--- src/rtl/orb_pkg.sv ---
// orb_pkg: widths, state encoding and frame defaults shared by the orbital packer and reader.
package orb_pkg;
    localparam int WORD_W = 12;
    localparam int ADDR_W = 11;
    localparam int FRAME_WORDS_DEF = 2048;

    typedef enum logic [1:0] {IDLE, PRIME, LOAD, RUN} state_t;

    function automatic logic [ADDR_W-1:0] wrap_inc(input logic [ADDR_W-1:0] a, input int n);
        return (a == ADDR_W'(n - 1)) ? '0 : a + ADDR_W'(1);
    endfunction
endpackage

--- src/rtl/orb_frame_reader_if.sv ---
// orb_frame_reader_if: telemetry RAM read port plus serial output bundle of the frame reader.
interface orb_frame_reader_if;
    import orb_pkg::*;
    logic              en;
    logic [WORD_W-1:0] RdData;
    logic [ADDR_W-1:0] RdAddr;
    logic              RE;
    logic              SW;
    logic              orbBit;
    logic              orbClk;
    logic              frameSync;
    logic              busy;

    modport master (input en, RdData, output RdAddr, RE, SW, orbBit, orbClk, frameSync, busy);
    modport slave  (output en, RdData, input RdAddr, RE, SW, orbBit, orbClk, frameSync, busy);
endinterface

--- src/rtl/orb_bit_timer.sv ---
// orb_bit_timer: divides clk into serial bit periods, giving the bit clock and an end-of-bit strobe.
module orb_bit_timer #(
    parameter int CLK_DIV = 16
) (
    input  logic clk,
    input  logic rst,
    input  logic run,
    output logic bit_end,
    output logic orb_clk
);
    localparam int DW = $clog2(CLK_DIV);

    logic [DW-1:0] div_cnt;

    always_ff @(posedge clk)
        if (rst || !run) div_cnt <= '0;
        else div_cnt <= bit_end ? '0 : div_cnt + DW'(1);

    assign bit_end = run && div_cnt == DW'(CLK_DIV - 1);
    assign orb_clk = run && div_cnt < DW'(CLK_DIV / 2);
endmodule

--- src/rtl/orb_frame_reader.sv ---
// orb_frame_reader: reads orbital words from the double-buffered telemetry RAM and shifts them out MSB first,
// flipping the buffer select at each frame boundary.
module orb_frame_reader
    import orb_pkg::*;
#(
    parameter int CLK_DIV     = 16,
    parameter int FRAME_WORDS = FRAME_WORDS_DEF
) (
    input logic clk,
    input logic rst,
    orb_frame_reader_if.master bus
);
    localparam int BW = $clog2(WORD_W);

    state_t            state, state_n;
    logic [WORD_W-1:0] shreg, shreg_n, hold;
    logic [BW-1:0]     bit_cnt;
    logic [ADDR_W-1:0] word_cnt, wc_n;
    logic              re_d, bit_end, orb_clk, word_end, last_word;
    logic              prime, ld_first, ld_next, ld;

    orb_bit_timer #(.CLK_DIV(CLK_DIV)) u_timer (
        .clk     (clk),
        .rst     (rst),
        .run     (state == RUN),
        .bit_end (bit_end),
        .orb_clk (orb_clk)
    );

    assign bus.orbClk = orb_clk;
    assign bus.busy   = state != IDLE;
    assign word_end   = bit_end && bit_cnt == '0;
    assign last_word  = word_cnt == ADDR_W'(FRAME_WORDS - 1);

    always_ff @(posedge clk)
        state <= rst ? IDLE : state_n;

    // en only matters at the frame boundary, so a run request drop never truncates a frame
    always_comb begin
        state_n = state;
        case (state)
            IDLE:    state_n = bus.en ? PRIME : IDLE;
            PRIME:   state_n = LOAD;
            LOAD:    state_n = RUN;
            default: state_n = (word_end && last_word && !bus.en) ? IDLE : RUN;
        endcase
    end

    always_comb begin
        prime    = state == IDLE && bus.en;
        ld_first = state == LOAD;
        ld_next  = state == RUN && word_end && state_n == RUN;
        ld       = ld_first || ld_next;
        wc_n     = ld_first ? '0 : wrap_inc(word_cnt, FRAME_WORDS);
        shreg_n  = ld_first ? bus.RdData :
                   ld_next ? hold :
                   (state == RUN && bit_end) ? {shreg[WORD_W-2:0], 1'b0} : shreg;
    end

    always_ff @(posedge clk) begin
        if (rst) begin
            shreg         <= '0;
            hold          <= '0;
            bit_cnt       <= '0;
            word_cnt      <= '0;
            re_d          <= 1'b0;
            bus.RE        <= 1'b0;
            bus.RdAddr    <= '0;
            bus.SW        <= 1'b0;
            bus.orbBit    <= 1'b0;
            bus.frameSync <= 1'b0;
        end else begin
            shreg  <= shreg_n;
            re_d   <= bus.RE;
            if (re_d) hold <= bus.RdData;
            // each word load triggers the prefetch of its successor, wrapping to address 0 under the new SW
            bus.RE <= prime || ld;
            if (prime) bus.RdAddr <= '0;
            else if (ld) bus.RdAddr <= wrap_inc(wc_n, FRAME_WORDS);
            if (ld) begin
                bit_cnt  <= BW'(WORD_W - 1);
                word_cnt <= wc_n;
            end else if (state_n == IDLE) begin
                bit_cnt  <= '0;
                word_cnt <= '0;
            end else if (state == RUN && bit_end) begin
                bit_cnt  <= bit_cnt - BW'(1);
            end
            if (ld && wc_n == ADDR_W'(FRAME_WORDS - 1)) bus.SW <= ~bus.SW;
            bus.frameSync <= ld && wc_n == '0;
            bus.orbBit    <= state_n == RUN && shreg_n[WORD_W-1];
        end
    end
endmodule

--- src/flat_wrapper.sv ---
// flat-port wrapper written by rule: the top's interface ports become plain ports
module orb_frame_reader_flat import orb_pkg::*;
#(
    parameter int CLK_DIV     = 16,
    parameter int FRAME_WORDS = FRAME_WORDS_DEF
)
  (clk, rst, bus_en, bus_RdData, bus_RdAddr, bus_RE, bus_SW, bus_orbBit, bus_orbClk, bus_frameSync, bus_busy);
  orb_frame_reader_if bus_i ();
  input logic clk;
  input logic rst;
  input wire logic [$bits(bus_i.en)-1:0] bus_en;
  input wire logic [$bits(bus_i.RdData)-1:0] bus_RdData;
  output wire logic [$bits(bus_i.RdAddr)-1:0] bus_RdAddr;
  output wire logic [$bits(bus_i.RE)-1:0] bus_RE;
  output wire logic [$bits(bus_i.SW)-1:0] bus_SW;
  output wire logic [$bits(bus_i.orbBit)-1:0] bus_orbBit;
  output wire logic [$bits(bus_i.orbClk)-1:0] bus_orbClk;
  output wire logic [$bits(bus_i.frameSync)-1:0] bus_frameSync;
  output wire logic [$bits(bus_i.busy)-1:0] bus_busy;
  assign bus_i.en = bus_en;
  assign bus_i.RdData = bus_RdData;
  assign bus_RdAddr = bus_i.RdAddr;
  assign bus_RE = bus_i.RE;
  assign bus_SW = bus_i.SW;
  assign bus_orbBit = bus_i.orbBit;
  assign bus_orbClk = bus_i.orbClk;
  assign bus_frameSync = bus_i.frameSync;
  assign bus_busy = bus_i.busy;
  orb_frame_reader #(.CLK_DIV(CLK_DIV), .FRAME_WORDS(FRAME_WORDS)) u_core (.clk(clk), .rst(rst), .bus(bus_i));
endmodule
--- config.mk ---
export PLATFORM = sky130hd
export DESIGN_NAME = orb_frame_reader_flat
export DESIGN_NICKNAME = d
export VERILOG_FILES = /design/src/rtl/orb_pkg.sv /design/src/rtl/orb_frame_reader_if.sv /design/src/rtl/orb_bit_timer.sv /design/src/rtl/orb_frame_reader.sv /design/src/flat_wrapper.sv
export SDC_FILE = /design/constraint.sdc
export NUM_CORES = 1
export LEC_CHECK = 0
export ABC_AREA = 1
export BUFFER_PORTS_ARGS = -buffer_cell sky130_fd_sc_hd__buf_4
export CELL_PAD_IN_SITES_DETAIL_PLACEMENT = 1
export CELL_PAD_IN_SITES_GLOBAL_PLACEMENT = 1
export CORE_UTILIZATION = 42
export DETAILED_ROUTE_END_ITERATION = 8
export GPL_TIMING_DRIVEN = 0
export PLACE_DENSITY = 0.8
export REMOVE_ABC_BUFFERS = 1
export SYNTH_ARGS = -nofsm -noshare
export SYNTH_HDL_FRONTEND = slang
export SYNTH_SLANG_ARGS = --single-unit
--- constraint.sdc ---
create_clock -name clk -period 3.3 [get_ports clk]
set_input_delay 0.495 -clock clk [delete_from_list [all_inputs] [get_ports clk]]
set_output_delay 0.495 -clock clk [all_outputs]
set_load 0.02 [all_outputs]
==> results of run 1 <==
[what timing repair did]
item / 4_1_cts / 5_1_grt
hold endpoints to repair: 0 / 0
endpoints found under the setup margin: 0 / 9
gates resized for setup: 0 / 4
[kinds of logic (layout without fill, tap and decap cells)]
| family | Yosys count | after routing | synth area share, % |
|---|---|---|---|
| AND/OR/NAND/NOR | 187 | 187 | 26.3 |
| buffers and inverters | 89 | 120 | 11.4 |
| XOR/XNOR | 5 | 5 | 1.41 |
| flip-flops | 61 | 61 | 39.3 |
| adder cells (fa/ha/maj) | 10 | 10 | 4.03 |
| AO/OA/AOI/OAI | 98 | 98 | 17.6 |
[cell type report]
cell class	instances	area [sq um]
well taps	96	120
flip-flops and latches	61	1220
multi-input cells	300	1530
repair buffers	31	233
inverters	74	283
clock buffers	11	141
fillers	956	3430
clock inverters	4	25.0
[through the flow]
stage                     instance area [sq um]  util [%]  power [W]  std cells
after floorplan                            3030         -    0.00138        435
after global placement                     3380      48.4    0.00157        562
after detailed placement                   3380      48.4    0.00160        562
after CTS                                  3550      50.8    0.00219        577
after global routing                       3560      50.9    0.00234        577
final                                      3560      50.9    0.00218        577
[state kept, by name (all words and copies together) (netlist names)]
register and count:
u_core.bus.SW 1, u_core.bit_cnt 4, u_core.re_d 1, u_core.bus.RdAddr 11, u_core.u_timer.div_cnt 4, u_core.state 2, u_core.word_cnt 11, u_core.hold 12
u_core.bus.RE 1, u_core.bus.frameSync 1, u_core.bus.orbBit 1, u_core.shreg 12
[power groups by stage]
| stage | registers [W] | clock network (W) | logic, W |
|---|---|---|---|
| detailed placement | 0.000903 | 0 | 0.000699 |
| global placement | 0.000894 | 0 | 0.000676 |
| floorplan | 0.000899 | 0 | 0.000478 |
| CTS | 0.000887 | 0.000597 | 0.000708 |
| finish | 0.000887 | 0.000592 | 0.000705 |
| global route | 0.000898 | 0.000636 | 0.000801 |
[Yosys cell counts (3+ instances only)]
library cell    n
nand3_1        27
inv_1          68
ha_1           10
a21oi_1        52
o211ai_1       10
o22ai_1         9
nand4_1         5
buf_2           4
xor2_1          3
nor3_1          5
nand2_1       100
nor2_2          3
clkbuf_1        7
nor2_1         38
o21ai_0        19
inv_2           4
dfxtp_1        61
[layer usage]
metal / share of wire [%] / global-route usage (%) / up-vias
li1: - / - / 1497
met1: 44 / 29.3 / 1425
met2: 51 / 43.0 / 32
met3: 2.7 / 4.71 / 12
met4: 1.7 / 9.09 / 0
met5: 0 / 0 / -
[tightest hold or removal path: stages]
cell    delay [ps]
buf_4           90
nor2_1          40
nor2_1          80
[how the worst min path moves through the flow]
stage,endpoint,slack (ps),cells after the start
after detailed placement,u_core.re_d,440,2
final,u_core.hold[0],380,3
after CTS,u_core.hold[0],390,3
after global routing,u_core.hold[0],400,3
after floorplan,u_core.u_timer.div_cnt[0],420,1
after global placement,u_core.u_timer.div_cnt[0],430,1
==> qor.txt, run 1 <==
Hold WS - 380 ps
power per cell area - 614 nW/um^2
die area - 7740 sq um
Net Sw Frac - 38.9%
sequential cell area fraction in the yosys report - 39.3%
Sink Count - 61
clk_skew - 6.66 ps
total grt overflow - 0
Root Buffer - clkbuf_8
#FFs+latches synth - 61
Lkg Pwr - 1.54 nW
P_int - 0.00133 W
vias in the first global route - 3,030
setup ws final - 335 ps
Stages on worst setup path - 17
Peak Freq - 0.337 GHz
core area - 6980 sq um
max-cap violations - 0
post-layout min period - 2970 ps
cell row count - 30
top post-synthesis cells by area - dfxtp_1 (39%), nand2_1 (12%), a21oi_1 (8.4%)
vias per inst - 5.14
Post-synth ARST share - 0%
Syn Area/Cell - 6.90 sq um
R2R cell count - 17
CP Capture Type - flop
Tot GR Track Use - 24.4%
Worst path top cell family by delay - simple AND/OR/NAND/NOR gates
router iterations before antenna repair - 4
net switching power - 0.000849 W
# DRC - 0
Post-CTS Setup Bufs - 0
CP Max Fanout - 18
Top Ports - 32
worst-skew pair later-pin latency - 350 ps
largest net degree at the start of global routing - 32
most common cell after layout, fill and taps aside - nand2_1
commonest cells after routing, fill and taps aside - nand2_1 (100), inv_1 (68), dfxtp_1 (61)
hold path start - bus_RdData[0]
WL/cell - 14.7 um
Gate Count Post-Synth - 450
prevailing post-synth register cell - dfxtp_1
Port Buffers - 31
cell taking the most area after synthesis - dfxtp_1
relative slew slack - 47.5%
Comb power frac - 32.3%
Buf/Inv on CP - 5
worst r2r src - u_core.state[0]
DR vias - 2,966
VDD IR max - 0.295 mV
Routed Antenna Nets - 0
RSZ-0062 raised after global routing - no
crit path from - u_core.state[0]
H-tree depth - 3
Reg clk slew, reported paths - 70 ps
DP HPWL - 6060 um
CP cell instances - inv_1 -> ha_1 -> inv_6 -> nand2_1 -> inv_1 -> nand2_1 -> inv_1 -> ha_1 -> nand3_1 -> nor2_1 -> nand2_1 -> nor2_2 -> nand4_1 -> nand2_1 -> inv_2 -> nand2_1 -> a21oi_1
Area growth syn-to-layout - 14.5%
r2r setup slk - 330 ps
diode count - 0
Die Ht - 88.0 um
Unique masters post-synth - 34
setup violators final - 0
Starting DRT DRC Count - 68
cts hold-fix bufs - 0
CP most frequent cell - nand2_1
Synth Cell Area - 3110 sq um
CTS tree - yes
critical path class - flop to flop
CP endpoint - u_core.bus.RdAddr[5]
sequential share of power - 40.6%
fin crit share - 89.8%
layout cell share with drive strength beyond 1 - 13.1%
Starting Density - 44.5%
final slew viol count - 0
dpl ws - 118 ps
CP Launch Type - flop
clock buffer depth - 2
Post-synth EDFFs - 0
Hold Crit Class - primary input to flop
setup_tns - 0 ps
die width - 88.0 um
Routability Congestion - 0.822
final hold vios - 0
status - finished, final reports clean
Crit-path slowest cell - ha_1
worst path arrival time - 3180 ps
synth warn - 0
top cell type's share of synthesized area - 39.3%
Reg-to-Reg End - u_core.bus.RdAddr[5]
Num CTS Buffers - 9
slowest cell delay on critical path - 390 ps
Clk pwr share - 27.1%
number of antenna violations at the first check in global routing - 0
worst path required time - 3520 ps
global-route wire length before repair - 14,400 um
worst slew pin tran - 785 ps
Nets - 502
drt total wl - 8490 um
(Power assumes the default switching activity.)
==> inputs of run 2 (changes only) <==
CORE_ASPECT_RATIO = 1.5   (was unset)
GPL_ROUTABILITY_DRIVEN = 1   (was unset)
==> run 2 against run 1 <==
Effect of this change:
- die area is essentially flat
- critical path type unchanged
- sequential share of layout area shrank 0.16 points
- sequential power is essentially flat
==> qor.txt, run 2 (synthesized netlist as in run 1, its figures left out) <==
status - finished, final reports clean
R2R cell count - 17 (unchanged)
net switching power - 0.000818 W (-3.6%)
vias in the first global route - 3,101 (+2.3%)
Starting DRT DRC Count - 99 (+46%)
Starting Density - 43.3% (-1.2 points)
fin crit share - 88.2% (-1.7 points)
met1 wire length - 3390 um (-10%)
met2 WL - 4340 um (-0.25%)
biggest regs - u_core.hold x12, u_core.shreg x12
worst path required time - 3530 ps (about the same)
Root Buffer - clkbuf_8
final slew viol count - 0 (unchanged)
Reg-to-Reg End - u_core.bus.RdAddr[0]
Port Buffers - 31 (unchanged)
Routability Congestion - 0.835 (+1.5%)
Routed Antenna Nets - 0 (unchanged)
clk_skew - 4.98 ps (-1.68 ps)
DR vias - 3,014 (+1.6%)
Clk pwr share - 29.2% (+2.1 points)
fillers - 957 (+0.10%)
CP Max Fanout - 18 (unchanged)
final hold vios - 0 (unchanged)
clock buffer depth - 2 (unchanged)
Hold Crit Class - primary input to flop
DP HPWL - 5790 um (-4.5%)
crit path from - u_core.state[0]
worst path arrival time - 3140 ps (-40 ps)
total grt overflow - 0 (unchanged)
placed insts - 566 (+0.71%)
Comb power frac - 31.1% (-1.2 points)
# DRC - 0 (unchanged)
setup violators final - 0 (unchanged)
metal3 WL - 206 um (-11%)
Hold Path Cell Cnt - 3 (unchanged)
hold path start - bus_RdData[10]
Nets - 502 (unchanged)
Sink Count - 61 (unchanged)
RSZ-0062 raised after global routing - no
Area growth syn-to-layout - 15.0%
Net Sw Frac - 36.7% (-2.1 points)
sequential share of power - 39.7% (-0.9 points)
r2r setup slk - 390 ps (+50 ps)
Die Ht - 107 um (+22%)
worst slew pin tran - 790 ps (+4.82 ps)
critical path class - flop to flop
largest net degree at the start of global routing - 32 (unchanged)
die area - 7750 sq um (about the same)
CTS tree - yes
drt total wl - 8100 um (-4.5%)
CP Launch Type - flop
worst-skew pair later-pin latency - 350 ps (about the same)
CP Capture Type - flop
most common cell after layout, fill and taps aside - nand2_1
max-cap violations - 0 (unchanged)
global-route wire length before repair - 13,800 um (-4.6%)
die width - 72.2 um (-18%)
post-layout min period - 2910 ps (-54.8 ps)
router iterations before antenna repair - 4 (unchanged)
non-filler cells, final - 580 (+0.52%)
H-tree depth - 3 (unchanged)
worst r2r src - u_core.state[0]
Lkg Pwr - 1.56 nW (+0.68%)
WL/cell - 14.0 um (-5.0%)
layout cell share with drive strength beyond 1 - 12.5% (-0.60 points)
power per cell area - 623 nW/um^2 (+1.5%)
P_int - 0.00141 W (+5.5%)
setup_tns - 0 ps (unchanged)
diode count - 0 (unchanged)
Hold EP - u_core.hold[10]
Post-CTS Setup Bufs - 0 (unchanged)
Tot GR Track Use - 23.2% (-1.2 points)
Max Used Layer - met4
cell row count - 38 (+27%)
vias per inst - 5.20 (+1.1%)
commonest cells after routing, fill and taps aside - nand2_1 (100), inv_1 (68), dfxtp_1 (61)
core area - 7180 sq um (+2.8%)
Reg clk slew, reported paths - 60 ps (about the same)
VDD IR max - 0.374 mV (+27%)
Peak Freq - 0.344 GHz (+1.9%)
Top Ports - 32 (unchanged)
number of antenna violations at the first check in global routing - 0 (unchanged)
relative slew slack - 47.2% (-0.32 points)
Num CTS Buffers - 9 (unchanged)
## run 2: routing by layer
metal	up-vias	GRT usage, %
met5	-	0
met4	0	9.66
met3	18	6.65
met2	36	43.4
met1	1459	23.3
li1	1501	-
## run 2: per-stage QoR
step | hold slack (ps) | total power (W) | util, % | setup slack, ps | instance area [sq um]
finish | 392 | 0.00223 | 49.8 | 390 | 3570
global route | 387 | 0.00238 | 49.8 | 34.7 | 3570
CTS | 384 | 0.00225 | 49.7 | 191 | 3570
detailed placement | 435 | 0.00159 | 47.2 | 218 | 3390
global placement | 423 | 0.00157 | 47.2 | 255 | 3390
floorplan | 418 | 0.00138 | - | 866 | 3030
## run 2: critical path: stages (launching register included)
cell and delay (ps):
dfxtp_1 370, inv_1 70, ha_1 370, clkinv_4 230, nand2_1 110, inv_1 170
nand2_1 110, inv_1 90, ha_1 150, nand3_1 120, nor2_1 110, nand2_1 80
nor2_1 270, nand4_1 190, nand2_1 120, inv_2 70, nand2_1 70, a21oi_1 60
## run 2: worst max path at each step
stage / to / slack, ps
after CTS: u_core.bus.RdAddr[0] / 190
after detailed placement: u_core.bus.RdAddr[0] / 220
final: u_core.bus.RdAddr[0] / 390
after floorplan: u_core.bus.SW / 870
after global placement: u_core.bus.RdAddr[0] / 260
after global routing: u_core.bus.RdAddr[10] / 30
## run 2: what timing repair did
action / in CTS / in global routing
hold endpoints to repair: 0 / 0
gates resized for setup: 0 / 3
hold buffers: 0 / 0
endpoints found under the setup margin: 0 / 8
## run 2: power by group through the flow
stage / Clock, W / Combinational (W) / Sequential (W)
4_1_cts: 0.000670 / 0.000700 / 0.000884
6_report: 0.000650 / 0.000693 / 0.000884
5_1_grt: 0.000705 / 0.000778 / 0.000896
2_1_floorplan: 0 / 0.000478 / 0.000899
3_3_place_gp: 0 / 0.000679 / 0.000895
3_5_place_dp: 0 / 0.000693 / 0.000900
## run 2: area by class of cell
type / instances / area [sq um] / area share (%)
Clock buffer: 12 / 145 / 4.06
Timing Repair Buffer: 31 / 233 / 6.51
Tap cell: 100 / 125 / 3.50
Sequential cell: 61 / 1220 / 34.2
Clock inverter: 2 / 35.0 / 0.981
Multi-Input combinational cell: 300 / 1530 / 42.8
Inverter: 74 / 283 / 7.92
